`src/rtl/msg_pkg.sv`:
```
// Shared definitions for the message entry writer: character codes,
// the a..g segment table and the entry FSM encoding.
package msg_pkg;

    localparam logic [2:0] CH_BLANK = 3'd0;
    localparam logic [2:0] CH_0     = 3'd1;
    localparam logic [2:0] CH_1     = 3'd2;
    localparam logic [2:0] CH_E     = 3'd3;
    localparam logic [2:0] CH_D     = 3'd4;
    localparam logic [2:0] CH_H     = 3'd5;
    localparam logic [2:0] CH_L     = 3'd6;
    localparam logic [2:0] CH_P     = 3'd7;

    localparam int NUM_CHARS = 4;

    typedef enum logic {
        ST_ENTRY = 1'b0,
        ST_FULL  = 1'b1
    } state_e;

    // Index 0 of the result is segment a; all segments are active-low.
    function automatic logic [0:6] seg7(input logic [2:0] code);
        logic [0:6] s;
        case (code)
            CH_0:    s = 7'b0000001;
            CH_1:    s = 7'b1001111;
            CH_E:    s = 7'b0110000;
            CH_D:    s = 7'b1000010;
            CH_H:    s = 7'b1001000;
            CH_L:    s = 7'b1110001;
            CH_P:    s = 7'b0011000;
            default: s = 7'b1111111;
        endcase
        return s;
    endfunction

endpackage

```
`src/rtl/msg_entry_writer_if.sv`:
```
// Key event bundle: a one-cycle press pulse from a debouncer to its consumer.
interface msg_key_if;
    logic press;

    modport master (output press);
    modport slave  (input  press);
endinterface

```
`src/rtl/msg_entry_writer_key_debounce.sv`:
```
// One pushbutton: 2-flop synchronizer, stability debouncer and a press
// pulse on the accepted level falling 1->0.
module key_debounce
    import msg_pkg::*;
#(
    parameter int DEBOUNCE_CYCLES = 1000000
) (
    input  logic      clk,
    input  logic      rst_n,
    input  logic      key_i,
    msg_key_if.master ev
);

    localparam int CNT_W = (DEBOUNCE_CYCLES > 1) ? $clog2(DEBOUNCE_CYCLES) : 1;
    localparam logic [CNT_W-1:0] CNT_LAST = CNT_W'(DEBOUNCE_CYCLES - 1);

    logic [1:0]       sync_q;
    logic             acc_q, acc_d;
    logic             prev_q;
    logic [CNT_W-1:0] cnt_q, cnt_d;

    // Counter only runs while the synchronized level disagrees; any agreement clears it.
    always_comb begin
        acc_d = acc_q;
        cnt_d = '0;
        if (sync_q[1] != acc_q) begin
            if (cnt_q == CNT_LAST) acc_d = sync_q[1];
            else                   cnt_d = cnt_q + 1'b1;
        end
    end

    always_ff @(posedge clk or negedge rst_n) begin
        if (!rst_n) begin
            sync_q <= 2'b11;
            acc_q  <= 1'b1;
            prev_q <= 1'b1;
            cnt_q  <= '0;
        end else begin
            sync_q <= {sync_q[0], key_i};
            acc_q  <= acc_d;
            prev_q <= acc_q;
            cnt_q  <= cnt_d;
        end
    end

    assign ev.press = prev_q & ~acc_q;

endmodule

```
`src/rtl/msg_entry_writer.sv`:
```
// Four-character shift-in message buffer on HEX3..HEX0, written from SW
// by KEY[1] and cleared by KEY[2]; KEY[0] is the asynchronous reset.
module msg_entry_writer
    import msg_pkg::*;
#(
    parameter int DEBOUNCE_CYCLES = 1000000
) (
    input  logic       CLOCK_50,
    input  logic [2:0] KEY,
    input  logic [2:0] SW,
    output logic [0:6] HEX0,
    output logic [0:6] HEX1,
    output logic [0:6] HEX2,
    output logic [0:6] HEX3,
    output logic [3:0] LEDR
);

    logic rst_n;
    assign rst_n = KEY[0];

    msg_key_if wr_if ();
    msg_key_if clr_if ();

    key_debounce #(.DEBOUNCE_CYCLES(DEBOUNCE_CYCLES)) u_wr_key (
        .clk   (CLOCK_50),
        .rst_n (rst_n),
        .key_i (KEY[1]),
        .ev    (wr_if)
    );

    key_debounce #(.DEBOUNCE_CYCLES(DEBOUNCE_CYCLES)) u_clr_key (
        .clk   (CLOCK_50),
        .rst_n (rst_n),
        .key_i (KEY[2]),
        .ev    (clr_if)
    );

    state_e                       state_q, state_d;
    logic [2:0]                   cnt_q, cnt_d;
    logic [NUM_CHARS-1:0][2:0]    chr_q, chr_d;

    // Clear has priority, so a simultaneous write is simply dropped.
    always_comb begin
        state_d = state_q;
        cnt_d   = cnt_q;
        chr_d   = chr_q;
        if (clr_if.press) begin
            state_d = ST_ENTRY;
            cnt_d   = '0;
            chr_d   = '0;
        end else if (wr_if.press && state_q == ST_ENTRY) begin
            chr_d = {chr_q[NUM_CHARS-2:0], SW};
            cnt_d = cnt_q + 3'd1;
            if (cnt_q == 3'(NUM_CHARS - 1)) state_d = ST_FULL;
        end
    end

    always_ff @(posedge CLOCK_50 or negedge rst_n) begin
        if (!rst_n) begin
            state_q <= ST_ENTRY;
            cnt_q   <= '0;
            chr_q   <= '0;
        end else begin
            state_q <= state_d;
            cnt_q   <= cnt_d;
            chr_q   <= chr_d;
        end
    end

    assign HEX0 = seg7(chr_q[0]);
    assign HEX1 = seg7(chr_q[1]);
    assign HEX2 = seg7(chr_q[2]);
    assign HEX3 = seg7(chr_q[3]);
    assign LEDR = {state_q == ST_FULL, cnt_q};

endmodule

```
`config.mk`:
```
export PLATFORM = sky130hd
export DESIGN_NAME = msg_entry_writer
export DESIGN_NICKNAME = d
export VERILOG_FILES = /design/src/rtl/msg_pkg.sv /design/src/rtl/msg_entry_writer_if.sv /design/src/rtl/msg_entry_writer_key_debounce.sv /design/src/rtl/msg_entry_writer.sv
export SDC_FILE = /design/constraint.sdc
export NUM_CORES = 1
export LEC_CHECK = 0
export ABC_AREA = 1
export BUFFER_PORTS_ARGS = -buffer_cell sky130_fd_sc_hd__buf_2
export CAP_MARGIN = 25
export CORE_MARGIN = 1.5
export CORE_UTILIZATION = 63
export CTS_BUF_LIST = sky130_fd_sc_hd__clkbuf_8 sky130_fd_sc_hd__clkbuf_16
export DETAILED_ROUTE_END_ITERATION = 12
export PLACE_DENSITY = 0.85
export REMOVE_ABC_BUFFERS = 1
export SLEW_MARGIN = 20
export SYNTH_ARGS = -nofsm -noshare
export SYNTH_HDL_FRONTEND = slang
export SYNTH_SLANG_ARGS = --single-unit
```
`constraint.sdc`:
```
create_clock -name CLOCK_50 -period 2.8 [get_ports CLOCK_50]
set_clock_uncertainty 0.2 [all_clocks]
set_input_delay 0.14 -clock CLOCK_50 [delete_from_list [all_inputs] [get_ports CLOCK_50]]
set_output_delay 0.14 -clock CLOCK_50 [all_outputs]
set_load 0.03 [all_outputs]
```
Word level (Yosys, flattened, before mapping)
Index checks and enable logic that the tools add are counted.

storage, ports and cells
  flip-flop bits (word level) = 64
  output and inout port bits = 32
  logic and storage cells = 76

operators by class
  $add $sub $neg = 3
  multiplexer cells = 15
  bitwise gates (word level) = 5
  eq/ne operators = 33
  reduce and logical (&&, ||, !) cells = 6

operators by type and width
  operator                 number
  $pmux W7 S7              4
  $mux W20                 4
  $eq A3 B3 Y1 const B     16
  $add A20 B1 Y20 const B  2
  $eq A20 B20 Y1 const B   2
  $eq A3 B2 Y1 const B     9
  $mux W12                 2
  $eq A3 B1 Y1 const B     4
  $mux W3                  2
  $reduce_and A2 Y1        3
  $reduce_bool A2 Y1       2
  $add A3 B1 Y3 const B    1
  $mux W1                  3
  $not A1 Y1               3
  $and A1 B1 Y1            2
  $ne A1 B1 Y1             2
  $logic_and A1 B1 Y1      1

Longest topological paths before layout
Gate-level depths: netlist (run 1).

  depth after elaboration = 5
  gate-level depth with buffers = 9

Cells and area by module
Synthesis (run 1) repeated with hierarchy kept, for this count alone.

second synthesis, totals
  cells, all modules = 499
  area total of the unflattened synthesis = 3727.3 µm²

modules (own cells, without submodules)
  module            area each (µm²)  sequential area each (µm²)  cells an instance  instances
  key_debounce      1325.0           605.6                       164                2
  msg_entry_writer  1077.3           400.4                       171                1

Worst setup path after synthesis (run 1)
OpenSTA, ideal clock, no wires.

  kind = register -> output
  from = reg chr_q[6] (netlist bit)
  to = out HEX2[1] (netlist bit)
  data required time = 2.460 ns
  data arrival time = 2.138 ns
  path slack = 0.322 ns
  cell stages (with the launch flop) = 5
  path through = dfrtp_1 nor2_1 inv_1 o21ai_0 and2_1

on the way
  cells in the longest elaborated chain, start to end = 2
  elaborated cells between the ends (all ways) = 8
  those cells by class = 7 x eq/ne; 1 x mux

ends and longest elaborated chain
  what                                  line                    text
  start, declared                       msg_entry_writer.sv:40  logic [NUM_CHARS-1:0][2:0] chr_q, chr_d;
  start signal, assigned                msg_entry_writer.sv:66  chr_q <= chr_d;
  $eq A3 B3 Y1 (tied with other cells)  msg_pkg.sv:24           case (code)
  $pmux W7 S7 (*)                       msg_pkg.sv:24
  end, declared                         msg_entry_writer.sv:13  output logic [0:6] HEX2,

Mark *: on every way between the ends. The rest lies on a longest branch, timed or not.

Final worst setup path (run 1)
Ends and elaborated chain as after synthesis.

==> impl_metrics.env, run 1 <==
export IMPL_status="complete, no violations"
export IMPL_netlist_area_um2=3410
export IMPL_syn_inst=437
export IMPL_synth_seq_cells=64
export IMPL_required_ns=2.46
export IMPL_core_um2=5172
export IMPL_num_nets_final=498
export IMPL_drc=0
export IMPL_drtIter0Drc=279
export IMPL_cp_end_kind="output pin"
export IMPL_setup_viol=0
export IMPL_total_leakage_power_uw=0.001803
export IMPL_critPathKind="flip-flop to output pin"
export IMPL_grt_max_degree=37
export IMPL_synth_cell_types=29
export IMPL_timing_final_crit_share=0.6879
export IMPL_power_density_nw_per_um2=444.8
export IMPL_cap_violations=0
export IMPL_r2r_end="u_clr_key.cnt_q[0]$_DFF_PN0_"
export IMPL_yosys_area_top_type_share=0.4110
export IMPL_hold_path_class="input port to async pin"
export IMPL_post_cts_resized=0
export IMPL_path_cells="nor2_1, inv_1, o21ai_0, and2_1, buf_2"
export IMPL_die_h_um=76.57
export IMPL_initial_core_util=0.6592
export IMPL_wl_per_cell_um=12.72
export IMPL_worstSetupStartpointType="flip-flop"
export IMPL_detail_route_antenna_nets=0
export IMPL_die_w_um=76.57
export IMPL_root_buffer="clkbuf_8"
export IMPL_vias=3041
export IMPL_critPathTopFamily="flip-flops"
export IMPL_diodes=0
export IMPL_r2r_slack_ns=1.04
export IMPL_cts_tree="yes"
export IMPL_reg2reg_from="u_clr_key.cnt_q[0]$_DFF_PN0_"
export IMPL_post_drt_via_cell_ratio=5.411
export IMPL_gr_total_overflow=0
export IMPL_period_needed_ns=1.926
export IMPL_arrival_ns=1.59
export IMPL_grt_use_total=0.2614
export IMPL_syn_avg_cell_area_um2=7.802
export IMPL_clk_latency_ns=0.34
export IMPL_cts_made_buffers=9
export IMPL_slew_headroom=0.6912
export IMPL_ctsHtreeMaxLevel=3
export IMPL_ioPinCount=39
export IMPL_synth_area_leaders="dfrtp_1 41%, nor2_1 10%, nand2_1 8.6%"
export IMPL_grt_pass1_wl_um=12230
export IMPL_clockBufferDepth=2
export IMPL_dp_hpwl_um=5159
export IMPL_tns_ns=0
export IMPL_layout_drive_gt1_share=0.1585
export IMPL_fp_row_count=26
export IMPL_crit_buf_inv=2
export IMPL_whs_ns=0.1305
export IMPL_wirelength_um=7149
export IMPL_ys_seq_area_frac=0.4727
export IMPL_port_buffers=38
export IMPL_max_freq_ghz=0.5192
export IMPL_crit_path_max_incr_delay_ns=0.45
export IMPL_crit_path_top_delay_cell="dfrtp_1"
export IMPL_report_final_slew_viol_count=0
export IMPL_clock_sinks=64
export IMPL_syn_to_final_growth_pct=14.75
export IMPL_vdd_drop_max_mv=0.4150
export IMPL_worstMarginPinSlew_ns=0.4616
export IMPL_routabilityCongestion=0.9809
export IMPL_clkTransAtPathRegs_ns=0.08
export IMPL_synth_warnings=0
export IMPL_crit_fanout=7
export IMPL_reg2reg_depth=6
export IMPL_antenna_found_initial=0
export IMPL_rsz0062_at_grt="no"
export IMPL_synth_top_area_cell="dfrtp_1"
export IMPL_grt_pass1_vias=2838
export IMPL_hold_viol=0
export IMPL_first_pass_iters=5
export IMPL_die_area_um2=5862
## where the power goes
group	internal (uW)	leakage [uW]	switching [uW]	total, uW
Combinational	20.6	0.000842	38.2	58.8
Clock	398	0.000105	337	735
Sequential	937	0.000856	9.32	947
## routing by layer
metal / GRT usage / share of wire / up-vias
met1: 0.3185 / 0.42 / 1398
met5: 0 / 0 / -
met3: 0.07186 / 0.059 / 32
li1: - / - / 1486
met4: 0.1093 / 0.030 / 0
met2: 0.4375 / 0.49 / 125
## flip-flops by register name, indices dropped and copies added, names as in the netlist, 2 cells and up
| signal | flops |
|---|---|
| chr_q | 12 |
| cnt_q | 3 |
| u_clr_key.cnt_q | 20 |
| u_clr_key.sync_q | 2 |
| u_wr_key.cnt_q | 20 |
| u_wr_key.sync_q | 2 |
## cell type report
class / instances / area [um^2]
sequential: 64 / 1612
multi-input combinational: 310 / 1556
fill: 361 / 1260
timing repair buffer: 46 / 265.3
inverter: 56 / 210.2
clock buffer: 9 / 123.9
tap: 70 / 87.58
clock inverter: 7 / 57.56
## repair_timing
item	CTS	global route
buffers inserted	0	0
hold buffers	6	0
hold endpoints to repair	69	0
setup endpoints to repair	0	0
## metrics by stage
step	cell area, um^2	util	cells	setup WS, ns	power (uW)
floorplan	3378	-	430	0.3224	984.3
global placement	3671	0.7097	540	1.135	1014
detailed placement	3671	0.7097	540	1.072	1017
CTS	3913	0.7564	562	0.9083	1748
global route	3913	0.7564	562	0.7791	1806
finish	3913	0.7564	562	0.8738	1740
## synth_stat cells
cell / n
a22oi_1: 6
nand3_2: 3
buf_4: 1
o211ai_1: 3
o21ai_0: 18
xor2_1: 13
inv_2: 1
nand2_1: 78
buf_2: 1
a21oi_1: 10
a22o_1: 1
xor2_2: 1
dfrtp_1: 56
o22ai_1: 5
o21bai_1: 4
o21ai_1: 1
nor2_2: 6
nand4_1: 5
nor2_1: 94
inv_1: 55
and2_1: 2
nor2_4: 1
nand3_1: 36
xnor2_1: 12
clkbuf_1: 5
ha_1: 4
nand2_2: 4
nor3_1: 3
dfstp_2: 8
## worst reg2reg max path, delay by kind of cell, from the launching register on
kind,cells,cell delay (ns)
adder cells (fa/ha/maj),1,0.25
flip-flops,1,0.40
AND/OR/NAND/NOR,5,0.80
## placed cells by master, fill, tap and decap left out, types with 4 or more instances in the layout
cell type / Yosys / final
ha_1: 4 / 4
xnor2_1: 12 / 12
nor2_2: 6 / 6
inv_1: 55 / 57
o22ai_1: 5 / 5
nand4_1: 5 / 5
nand2_1: 78 / 78
nand2_2: 4 / 4
o21bai_1: 4 / 4
a21oi_1: 10 / 10
dfstp_2: 8 / 8
xor2_1: 13 / 13
nand3_1: 36 / 36
a22oi_1: 6 / 6
nor2_1: 94 / 94
clkinv_2: 0 / 4
dfrtp_1: 56 / 56
dlygate4sd3_1: 0 / 6
clkbuf_8: 0 / 9
buf_2: 1 / 38
o21ai_0: 18 / 18
## kinds of logic (layout without fill, tap and decap cells)
family,Yosys count,after routing,synth area share
AND/OR/NAND/NOR,232,232,0.2899
flip-flops,64,64,0.4727
buffers and inverters,63,118,0.07083
AO/OA/AOI/OAI,48,48,0.08294
XOR/XNOR,26,26,0.06899
adder cells (fa/ha/maj),4,4,0.01468
## worst max-delay path by stage
stage	cells past startpoint	from	to
2_1_floorplan	4	chr_q[6]$_DFFE_PN0P_	HEX2[1]
4_1_cts	5	chr_q[6]$_DFFE_PN0P_	HEX2[1]
3_3_place_gp	6	u_clr_key.cnt_q[0]$_DFF_PN0_	u_clr_key.cnt_q[9]$_DFF_PN0_
5_1_grt	5	chr_q[6]$_DFFE_PN0P_	HEX2[1]
6_report	5	chr_q[6]$_DFFE_PN0P_	HEX2[1]
3_5_place_dp	6	u_wr_key.cnt_q[0]$_DFF_PN0_	u_wr_key.cnt_q[3]$_DFF_PN0_
Power figures use the tool's default switching activity.
==> run 2: changes to the inputs <==
--- a/config.mk
+++ b/config.mk
@@ -9,10 +9,10 @@
 export BUFFER_PORTS_ARGS = -buffer_cell sky130_fd_sc_hd__buf_2
 export CAP_MARGIN = 25
 export CORE_MARGIN = 1.5
-export CORE_UTILIZATION = 63
+export CORE_UTILIZATION = 58
 export CTS_BUF_LIST = sky130_fd_sc_hd__clkbuf_8 sky130_fd_sc_hd__clkbuf_16
 export DETAILED_ROUTE_END_ITERATION = 12
-export PLACE_DENSITY = 0.85
+export PLACE_DENSITY = 0.79
 export REMOVE_ABC_BUFFERS = 1
 export SLEW_MARGIN = 20
 export SYNTH_ARGS = -nofsm -noshare
==> constraint.sdc (replaced) <==
create_clock -name CLOCK_50 -period 2 [get_ports CLOCK_50]
set_clock_uncertainty 0.2 [all_clocks]
set_input_delay 0.1 -clock CLOCK_50 [delete_from_list [all_inputs] [get_ports CLOCK_50]]
set_output_delay 0.1 -clock CLOCK_50 [all_outputs]
set_load 0.03 [all_outputs]
==> run 2 against run 1 <==
Compared with the run above: flip-flop and latch count did not move; sequential share of layout area hardly changed; critical path depth unchanged; hold slack worse by 0.045 ns; largest cell class unchanged; register-to-register slack worse by 0.79 ns; non-clock buffer count unchanged; clock-buffer cell count grew 1; global-route usage down 0.64 points; combinational power increased by 40%; first-iteration DRC count down 37%; power grew 36%.
==> impl_metrics.env, run 2 (synthesized netlist as in run 1, its figures left out) <==
export IMPL_clk_latency_ns=0.35
export IMPL_root_buffer="clkbuf_8"
export IMPL_slew_headroom=0.6949
export IMPL_wl_per_cell_um=12.55
export IMPL_timing_final_crit_share=0.9247
export IMPL_timing_final_ws_setup_ns=0.1506
export IMPL_drtIter0Drc=177
export IMPL_period_needed_ns=1.849
export IMPL_dp_hpwl_um=5047
export IMPL_ioPinCount=39
export IMPL_drc=0
export IMPL_die_area_um2=6347
export IMPL_ctsHtreeMaxLevel=3
export IMPL_layout_drive_gt1_share=0.1585
export IMPL_dp_slack_ns=0.2600
export IMPL_antenna_found_initial=0
export IMPL_status="complete, no violations"
export IMPL_syn_to_final_growth_pct=14.79
export IMPL_arrival_ns=1.55
export IMPL_gr_total_overflow=0
export IMPL_reg_top3="u_clr_key.cnt_q: 20 flops, u_wr_key.cnt_q: 20 flops, chr_q: 12 flops"
export IMPL_final_common_cell="nor2_1"
export IMPL_grt_max_degree=65
export IMPL_setup_viol=0
export IMPL_final_cells=564
export IMPL_clockBufferDepth=2
export IMPL_core_um2=5574
export IMPL_power_uw=2373
export IMPL_cts_tree="yes"
export IMPL_routabilityCongestion=0.9222
export IMPL_diodes=0
export IMPL_vias=2977
export IMPL_vdd_drop_max_mv=0.5522
export IMPL_cts_made_buffers=9
export IMPL_reg2reg_depth=6
export IMPL_required_ns=1.70
export IMPL_layout_common_cells="94 x nor2_1, 78 x nand2_1, 57 x inv_1, 56 x dfrtp_1, 38 x buf_2"
export IMPL_detail_route_antenna_nets=0
export IMPL_rsz0062_at_grt="no"
export IMPL_clkTransAtPathRegs_ns=0.07
export IMPL_port_buffers=38
export IMPL_cap_violations=0
export IMPL_fp_row_count=27
export IMPL_initial_core_util=0.6117
export IMPL_total_leakage_power_uw=0.001797
export IMPL_hold_viol=0
export IMPL_grt_use_total=0.2550
export IMPL_wirelength_um=7076
export IMPL_grt_pass1_wl_um=12310
export IMPL_critPathKind="flip-flop to output pin"
export IMPL_crit_fanout=7
export IMPL_post_drt_via_cell_ratio=5.278
export IMPL_die_h_um=79.67
export IMPL_whs_ns=0.08530
export IMPL_num_nets_final=498
export IMPL_dp_cells=542
export IMPL_hold_path_class="input port to async pin"
export IMPL_first_pass_iters=5
export IMPL_cts_setup_buffers=0
export IMPL_clock_sinks=64
export IMPL_report_final_slew_viol_count=0
export IMPL_grt_pass1_vias=2848
export IMPL_power_density_nw_per_um2=606.4
export IMPL_cp_end_kind="output pin"
export IMPL_max_freq_ghz=0.5407
export IMPL_die_w_um=79.67
export IMPL_worstSetupStartpointType="flip-flop"
export IMPL_worstMarginPinSlew_ns=0.4561
## run 2: cell types whose count changed in the layout (fill, tap and decap cells not counted), sizes merged
cell,delta
clkbuf,+1
clkinvlp,+1
bufinv,-1
clkinv,-1
## run 2: path summary, 6_finish.rpt
check	startpoint	slack [ns]	end
min in group CLOCK_50	u_clr_key.sync_q[0]$_DFF_PN1_	0.16	u_clr_key.sync_q[1]$_DFF_PN1_
max in group asynchronous	KEY[0]	1.19	u_wr_key.acc_q$_DFFE_PN1P_
setup / recovery	chr_q[6]$_DFFE_PN0P_	0.15	HEX2[1]
setup reg to reg	u_clr_key.cnt_q[0]$_DFF_PN0_	0.25	u_clr_key.cnt_q[18]$_DFF_PN0_
hold / removal	KEY[0]	0.09	u_wr_key.cnt_q[13]$_DFF_PN0_
hold reg to reg	u_clr_key.sync_q[0]$_DFF_PN1_	0.16	u_clr_key.sync_q[1]$_DFF_PN1_
## run 2: cell type report
| type | instances | area [um^2] |
|---|---|---|
| tap | 72 | 90.09 |
| clock buffer | 10 | 137.6 |
| fill | 454 | 1660 |
| timing repair buffer | 46 | 277.8 |
| inverter | 56 | 210.2 |
| multi-input combinational | 310 | 1556 |
| sequential | 64 | 1612 |
| clock inverter | 6 | 30.03 |
## run 2: report_power, final
group          internal [uW]  switching, uW  leakage [uW]
Combinational           30.5           51.7      0.000847
Sequential              1310           12.5      0.000856
Clock                    467            499     0.0000944
Total                   1810            564       0.00180
## run 2: repair_timing
action,in CTS,in global routing
setup endpoints to repair,0,1
hold buffers,6,0
resized for setup,0,1
hold endpoints to repair,69,0
## run 2: layer usage
metal / global-route usage / vias to the layer above / share of wire
li1: - / 1495 / -
met1: 0.3326 / 1407 / 0.47
met2: 0.4051 / 59 / 0.48
met3: 0.06743 / 16 / 0.031
met4: 0.1000 / 0 / 0.021
met5: 0 / - / 0
## run 2: critical path, stage by stage, from the launching register on
cell and delay, ns:
dfrtp_1 0.45, nor2_1 0.16, inv_1 0.07, o21ai_1 0.16, and2_1 0.17, buf_2 0.20
## run 2: through the flow
stage / utilization / instance area [um^2] / TNS [ns]
3_3_place_gp: 0.6613 / 3686 / 0
5_1_grt: 0.7021 / 3914 / 0
2_1_floorplan: - / 3378 / -0.4576
4_1_cts: 0.7021 / 3914 / 0
6_report: 0.7021 / 3914 / 0
3_5_place_dp: 0.6613 / 3686 / 0
